`src/rtl/fd_hazard_ctrl.sv`:
```
// -----------------------------------------------------------------------------
// fd_hazard_ctrl
//   Central stall/flush sequencer for the 5-stage pipeline. Decides, every
//   cycle, whether the PC holds, whether the IF/D register stalls or loads a
//   NOP, whether the D/X register gets a bubble, and whether the whole back
//   end freezes. Handles load-use hazards, branch/jump redirects, memory
//   waits and HALT. A saturating counter of PC-hold cycles aids perf debug.
//
// Parameters
//   REG_W        register-specifier width
//   FLUSH_DEPTH  cycles IF/D is flushed after a redirect (1..3)
//   CNT_W        width of stall_cnt
//
// Ports
//   clk          system clock, all state on rising edge
//   rst_n        synchronous reset, active-low
//   d_rs, d_rt   decode-stage source registers
//   d_use_rs/rt  decode instruction actually reads d_rs / d_rt
//   d_halt       decode instruction is HALT
//   x_memrd      instruction in X is a load
//   x_rd         destination register of instruction in X
//   x_redirect   branch/jump resolved in X, PC redirected this cycle
//   imem_busy    fetch memory not ready
//   dmem_busy    data memory not ready (freeze whole pipe)
//   imem_err     fetch memory error
//   pc_hold      PC keeps its value
//   fd_stall     IF/D register holds
//   fd_flush     IF/D register loads NOP
//   dx_flush     D/X register loads a bubble
//   pipe_freeze  all later pipeline registers hold
//   halted       pipeline halted
//   err          sticky fetch error
//   stall_cnt    saturating count of cycles with pc_hold=1 (not while halted)
// -----------------------------------------------------------------------------
module fd_hazard_ctrl #(
  parameter int REG_W       = 3,
  parameter int FLUSH_DEPTH = 1,
  parameter int CNT_W       = 16
) (
  input  logic             clk,
  input  logic             rst_n,
  input  logic [REG_W-1:0] d_rs,
  input  logic [REG_W-1:0] d_rt,
  input  logic             d_use_rs,
  input  logic             d_use_rt,
  input  logic             d_halt,
  input  logic             x_memrd,
  input  logic [REG_W-1:0] x_rd,
  input  logic             x_redirect,
  input  logic             imem_busy,
  input  logic             dmem_busy,
  input  logic             imem_err,
  output logic             pc_hold,
  output logic             fd_stall,
  output logic             fd_flush,
  output logic             dx_flush,
  output logic             pipe_freeze,
  output logic             halted,
  output logic             err,
  output logic [CNT_W-1:0] stall_cnt
);

  typedef enum logic [1:0] {
    ST_RUN,
    ST_REDIR,
    ST_HALTED
  } state_t;

  // Extra flush cycles owed after the redirect cycle itself.
  localparam logic [1:0]       FLUSH_RELOAD = 2'(FLUSH_DEPTH - 1);
  localparam logic [CNT_W-1:0] CNT_MAX      = '1;

  state_t           state, state_nxt;
  logic [1:0]       flush_cnt, flush_cnt_nxt;
  logic             err_q;
  logic [CNT_W-1:0] cnt_q;
  logic             load_use_hit;

  // A load in X whose destination feeds a register the decode instruction
  // really reads: the loaded value is not ready yet, so decode must wait.
  always_comb begin
    load_use_hit = x_memrd &&
                   ((d_use_rs && (d_rs == x_rd)) ||
                    (d_use_rt && (d_rt == x_rd)));
  end

  // Next-state and output decode. Priority inside RUN is encoded by the
  // if/else chain order; a frozen data memory beats everything because
  // nothing downstream may move. While reset is held, IF/D loads a NOP so
  // decode never sees stale instructions (in particular not a HALT).
  always_comb begin
    state_nxt     = state;
    flush_cnt_nxt = flush_cnt;
    pc_hold       = 1'b0;
    fd_stall      = 1'b0;
    fd_flush      = 1'b0;
    dx_flush      = 1'b0;
    pipe_freeze   = 1'b0;
    halted        = 1'b0;

    case (state)
      ST_RUN: begin
        if (dmem_busy) begin
          pipe_freeze = 1'b1;
          pc_hold     = 1'b1;
          fd_stall    = 1'b1;
        end else if (x_redirect) begin
          // Wrong-path instructions in F and D are squashed; any hazard or
          // HALT seen in decode belongs to the wrong path and is dropped.
          fd_flush = 1'b1;
          dx_flush = 1'b1;
          if (FLUSH_DEPTH > 1) begin
            state_nxt     = ST_REDIR;
            flush_cnt_nxt = FLUSH_RELOAD;
          end
        end else if (load_use_hit) begin
          pc_hold  = 1'b1;
          fd_stall = 1'b1;
          dx_flush = 1'b1;
        end else if (d_halt) begin
          pc_hold   = 1'b1;
          fd_stall  = 1'b1;
          state_nxt = ST_HALTED;
        end else if (imem_busy) begin
          pc_hold  = 1'b1;
          fd_flush = 1'b1;
        end
      end

      ST_REDIR: begin
        if (dmem_busy) begin
          pipe_freeze = 1'b1;
          pc_hold     = 1'b1;
          fd_stall    = 1'b1;
        end else begin
          fd_flush = 1'b1;
          if (x_redirect) begin
            flush_cnt_nxt = FLUSH_RELOAD;
          end else if (flush_cnt <= 2'd1) begin
            flush_cnt_nxt = 2'd0;
            state_nxt     = ST_RUN;
          end else begin
            flush_cnt_nxt = flush_cnt - 2'd1;
          end
        end
      end

      ST_HALTED: begin
        pc_hold  = 1'b1;
        fd_stall = 1'b1;
        halted   = 1'b1;
        dx_flush = 1'b1;
      end

      default: begin
        state_nxt     = ST_RUN;
        flush_cnt_nxt = 2'd0;
      end
    endcase

    if (!rst_n) begin
      pc_hold     = 1'b0;
      fd_stall    = 1'b0;
      fd_flush    = 1'b1;
      dx_flush    = 1'b0;
      pipe_freeze = 1'b0;
      halted      = 1'b0;
    end
  end

  // State, sticky error and the saturating stall counter. The counter
  // ignores halted cycles so a parked core does not swamp the statistic.
  always_ff @(posedge clk) begin
    if (!rst_n) begin
      state     <= ST_RUN;
      flush_cnt <= 2'd0;
      err_q     <= 1'b0;
      cnt_q     <= '0;
    end else begin
      state     <= state_nxt;
      flush_cnt <= flush_cnt_nxt;
      if (imem_err) begin
        err_q <= 1'b1;
      end
      if (pc_hold && (state != ST_HALTED) && (cnt_q != CNT_MAX)) begin
        cnt_q <= cnt_q + 1'b1;
      end
    end
  end

  // Registered outputs read as zero while reset is asserted.
  assign err       = rst_n ? err_q : 1'b0;
  assign stall_cnt = rst_n ? cnt_q : '0;

endmodule

```
`config.mk`:
```
export PLATFORM = sky130hd
export DESIGN_NAME = fd_hazard_ctrl
export DESIGN_NICKNAME = d
export VERILOG_FILES = /design/src/rtl/fd_hazard_ctrl.sv
export SDC_FILE = /design/constraint.sdc
export NUM_CORES = 1
export LEC_CHECK = 0
export CORE_ASPECT_RATIO = 0.75
export CORE_MARGIN = 3
export CORE_UTILIZATION = 35
export CTS_CLUSTER_SIZE = 24
export DETAILED_ROUTE_END_ITERATION = 10
export GPL_ROUTABILITY_DRIVEN = 0
export PLACE_DENSITY = 0.67
export SLEW_MARGIN = 20
export SYNTH_ARGS = -nofsm -noshare
export SYNTH_HDL_FRONTEND = slang
export SYNTH_SLANG_ARGS = --single-unit
```
`constraint.sdc`:
```
create_clock -name clk -period 1.6 [get_ports clk]
set_clock_uncertainty 0.05 [all_clocks]
set_input_delay 0.16 -clock clk [delete_from_list [all_inputs] [get_ports clk]]
set_output_delay 0.16 -clock clk [all_outputs]
set_load 0.1 [all_outputs]
```
==> impl_metrics.xml <==
<?xml version="1.0" encoding="UTF-8"?>
<metrics>
  <group name="setup_path">
    <metric name="critical_path_peak_fanout" unit="">5</metric>
    <metric name="setup.worst_path.start_class" unit="">flop</metric>
    <metric name="setup.worst_path.class" unit="">reg2reg</metric>
    <metric name="rr_startpoint" unit="">cnt_q[15]$_SDFFE_PN0P_</metric>
    <metric name="critical_path_arrival" unit="ps">1900</metric>
    <metric name="startpoint" unit="">cnt_q[15]$_SDFFE_PN0P_</metric>
    <metric name="critPathCaptureType" unit="">flop</metric>
    <metric name="worst_ep_required_time" unit="ps">1700</metric>
  </group>
  <group name="synth">
    <metric name="syn-num-nets" unit="">170</metric>
    <metric name="ys_warn_count" unit="">0</metric>
    <metric name="synth_enable_flop_cells" unit="">0</metric>
    <metric name="synth_top_area_cell" unit="">sky130_fd_sc_hd__dfxtp_1</metric>
    <metric name="synth-seq-cells" unit="">18</metric>
    <metric name="synth.most_common_cell" unit="">sky130_fd_sc_hd__dfxtp_1</metric>
    <metric name="cell_area_after_synthesis" unit="mm²">0.00116</metric>
    <metric name="post_synth_num_cell_types" unit="">35</metric>
    <metric name="synth.yosys.seq_area_share" unit="%">31.0</metric>
    <metric name="synthCells" unit="">150</metric>
    <metric name="async_set_or_reset_flop_fraction_in_the_synthesized_netlist" unit="%">0</metric>
    <metric name="dominantRegCellSynth" unit="">sky130_fd_sc_hd__dfxtp_1</metric>
    <metric name="post_synth.cell_area_avg" unit="µm²">7.75</metric>
    <metric name="synth.area.top_cells" unit="">sky130_fd_sc_hd__dfxtp_1 31%, sky130_fd_sc_hd__and2_1 8.1%, sky130_fd_sc_hd__mux2_2 7.8%</metric>
    <metric name="synth.cells.most_frequent" unit="">18 x sky130_fd_sc_hd__dfxtp_1, 17 x sky130_fd_sc_hd__nor2_1, 15 x sky130_fd_sc_hd__and2_1</metric>
    <metric name="synth_largest_type_area_fraction" unit="%">31.0</metric>
  </group>
  <group name="detailed_routing">
    <metric name="ant_nets" unit="">0</metric>
    <metric name="detail_route.drc_violations" unit="">0</metric>
    <metric name="first_iter_violations" unit="">82</metric>
    <metric name="routed_via_density" unit="">5.30</metric>
    <metric name="drt_wl_total" unit="µm">4410</metric>
    <metric name="detail_route.first_pass.iterations" unit="">4</metric>
    <metric name="vias_after_detailed_routing" unit="">1452</metric>
    <metric name="wl_per_cell" unit="µm">16.1</metric>
  </group>
  <group name="clock_network">
    <metric name="cts_buffers" unit="">3</metric>
    <metric name="max-clock-path-buffers" unit="">2</metric>
    <metric name="cts_sinks" unit="">18</metric>
    <metric name="holdBufCountCts" unit="">0</metric>
    <metric name="insertion_delay" unit="ps">260</metric>
    <metric name="root_buffer" unit="">sky130_fd_sc_hd__clkbuf_8</metric>
    <metric name="cts.clk_slew.worst_paths" unit="ps">70</metric>
    <metric name="htreeDepth" unit="">1</metric>
    <metric name="clock_tree_from_tritoncts" unit="">yes</metric>
  </group>
  <group name="pwr">
    <metric name="power.share.clock" unit="%">29.2</metric>
    <metric name="internal_power" unit="mW">0.874</metric>
    <metric name="combPwrFrac" unit="%">34.5</metric>
    <metric name="p_switching" unit="mW">0.430</metric>
    <metric name="pwr_density_cell" unit="mW/mm²">530</metric>
    <metric name="total_leakage_power" unit="nW">1.03</metric>
    <metric name="vdd.ir_drop.worst" unit="mV">0.339</metric>
    <metric name="power_switching_share" unit="%">32.9</metric>
    <metric name="p_seq_share" unit="%">36.3</metric>
  </group>
  <group name="placed_design">
    <metric name="numPlacedInstances" unit="">262</metric>
    <metric name="port-buffer-count" unit="">41</metric>
    <metric name="detailedPlace.worstSlack" unit="ps">-615</metric>
    <metric name="place_hpwl" unit="µm">3020</metric>
    <metric name="placement.cell_area" unit="mm²">0.00223</metric>
  </group>
  <group name="sta">
    <metric name="final.setup.tns" unit="ps">-1890</metric>
    <metric name="timing.final.max_slew_violations" unit="">0</metric>
    <metric name="final.min_clock_period" unit="ps">1800</metric>
    <metric name="hold_viol_final" unit="">0</metric>
    <metric name="final-setup-viol-count" unit="">16</metric>
    <metric name="timing_worst_slew_pin_value" unit="ps">386</metric>
    <metric name="maxSlewHeadroom" unit="%">74.1</metric>
    <metric name="rsz0062_at_grt" unit="">true</metric>
    <metric name="min_period_over_period" unit="%">112</metric>
    <metric name="post-route-worst-setup-slack" unit="ps">-198</metric>
    <metric name="max_freq" unit="GHz">0.556</metric>
  </group>
  <group name="finish">
    <metric name="antennaDiodeCount" unit="">0</metric>
    <metric name="post_layout_nonfiller_instances" unit="">274</metric>
    <metric name="final_nets" unit="">257</metric>
    <metric name="final_instance_area" unit="mm²">0.00246</metric>
    <metric name="area_overhead_of_the_layout_relative_to_synthesis" unit="%">112</metric>
    <metric name="layout-drive-gt1-share" unit="%">59.7</metric>
  </group>
  <group name="flow_run">
    <metric name="cap_viol_max_count" unit="">0</metric>
  </group>
  <group name="floorplanning">
    <metric name="chipWidth" unit="µm">72.5</metric>
    <metric name="fp-row-count" unit="">17</metric>
    <metric name="boundaryPins" unit="">42</metric>
    <metric name="placeableCoreArea" unit="mm²">0.00306</metric>
    <metric name="dieArea" unit="mm²">0.00406</metric>
    <metric name="die_h" unit="µm">55.9</metric>
    <metric name="initial_core_util" unit="%">37.9</metric>
  </group>
  <group name="global_route">
    <metric name="initial_antenna_violation_count" unit="">0</metric>
    <metric name="grt_first_pass_wirelength" unit="µm">6950</metric>
    <metric name="vias_in_the_first_global_route" unit="">1477</metric>
    <metric name="grt_overflow_total" unit="">0</metric>
    <metric name="grt_start_max_net_pins" unit="">22</metric>
    <metric name="grt.total_usage" unit="%">21.6</metric>
  </group>
  <group name="worst_hold_path">
    <metric name="worstHoldStart" unit="">d_halt</metric>
    <metric name="min-delay-path-class" unit="">in2reg</metric>
  </group>
  <group name="status">
    <metric name="status" unit="">finished, violations left</metric>
    <metric name="violations" unit="">negative setup slack</metric>
  </group>
</metrics>
-- power groups by stage --
stage	clock, mW	sequential [mW]	combinational, mW
3_3_place_gp	0	0.481	0.399
6_report	0.381	0.473	0.450
2_1_floorplan	0	0.481	0.223
3_5_place_dp	0	0.482	0.408
4_1_cts	0.393	0.472	0.431
5_1_grt	0.408	0.474	0.470
-- final cells by class --
cell class	instances	area, µm²
timing repair buffer	88	988
inverter	6	23.8
tap	38	47.5
clock buffer	4	55.1
sequential	18	380
multi-input combinational	120	967
fill	174	601
-- repair_timing --
item / 4_1_cts / 5_1_grt
gates resized for setup: 72 / 16
endpoints found under the setup margin: 21 / 22
setup buffers: 5 / 3
pin swaps: 16 / 12
-- per-stage QoR --
stage | power (mW) | hold slack (ps) | util (%)
floorplan | 0.704 | 215 | -
global placement | 0.879 | 395 | 72.8
finish | 1.30 | 303 | 80.4
global route | 1.35 | 304 | 80.4
CTS | 1.30 | 291 | 78.1
detailed placement | 0.890 | 416 | 72.8
-- final timing paths --
| kind | slack [ps] | cells after the start | endpoint |
|---|---|---|---|
| min reg2reg | 420 | 2 | err_q$_SDFFE_PN0P_ |
| max reg2reg | -200 | 5 | cnt_q[9]$_SDFFE_PN0P_ |
| min | 300 | 3 | state[1]$_SDFFE_PN0P_ |
| max | -200 | 5 | cnt_q[9]$_SDFFE_PN0P_ |
-- critical path, stage by stage (launching register included) --
cell	delay [ps]
sky130_fd_sc_hd__dfxtp_2	330
sky130_fd_sc_hd__nand4_1	150
sky130_fd_sc_hd__or4_4	630
sky130_fd_sc_hd__nand3_4	150
sky130_fd_sc_hd__nor3_1	90
sky130_fd_sc_hd__mux2_2	290
-- sequential cells by signal, indices dropped and copies added (netlist names) --
name,cells
cnt_q,16
state,1
err_q,1
-- cell usage in the layout, fill, tap and decap left out, types with 3 or more instances in the layout --
cell	instances
sky130_fd_sc_hd__mux2_2	8
sky130_fd_sc_hd__and2_1	15
sky130_fd_sc_hd__nor2_4	3
sky130_fd_sc_hd__dfxtp_2	10
sky130_fd_sc_hd__o31ai_1	3
sky130_fd_sc_hd__buf_2	6
sky130_fd_sc_hd__nor3_2	4
sky130_fd_sc_hd__buf_12	24
sky130_fd_sc_hd__inv_1	5
sky130_fd_sc_hd__buf_6	5
sky130_fd_sc_hd__nand4_1	7
sky130_fd_sc_hd__dlygate4sd2_1	7
sky130_fd_sc_hd__xnor2_1	4
sky130_fd_sc_hd__clkbuf_8	4
sky130_fd_sc_hd__nor2_1	12
sky130_fd_sc_hd__nand2_1	9
sky130_fd_sc_hd__a21oi_1	6
sky130_fd_sc_hd__or3_1	5
sky130_fd_sc_hd__dfxtp_1	6
sky130_fd_sc_hd__o21ai_0	4
sky130_fd_sc_hd__buf_4	43
-- metal layers --
metal	up-vias	track usage [%]	share of wire (%)
met5	-	0	0
met2	55	38.7	53
li1	705	-	-
met3	10	4.51	4.7
met1	682	25.2	40
met4	0	6.58	2.7
-- cell families after synthesis --
family	count (synthesis)	synth area share (%)
compound gates	21	10.4
xor+xnor	6	4.52
fa+ha+maj	1	1.08
buf+inv	12	3.98
flops	18	31.0
mux	8	7.75
simple gates	84	41.2
Power figures use the tool's default switching activity.
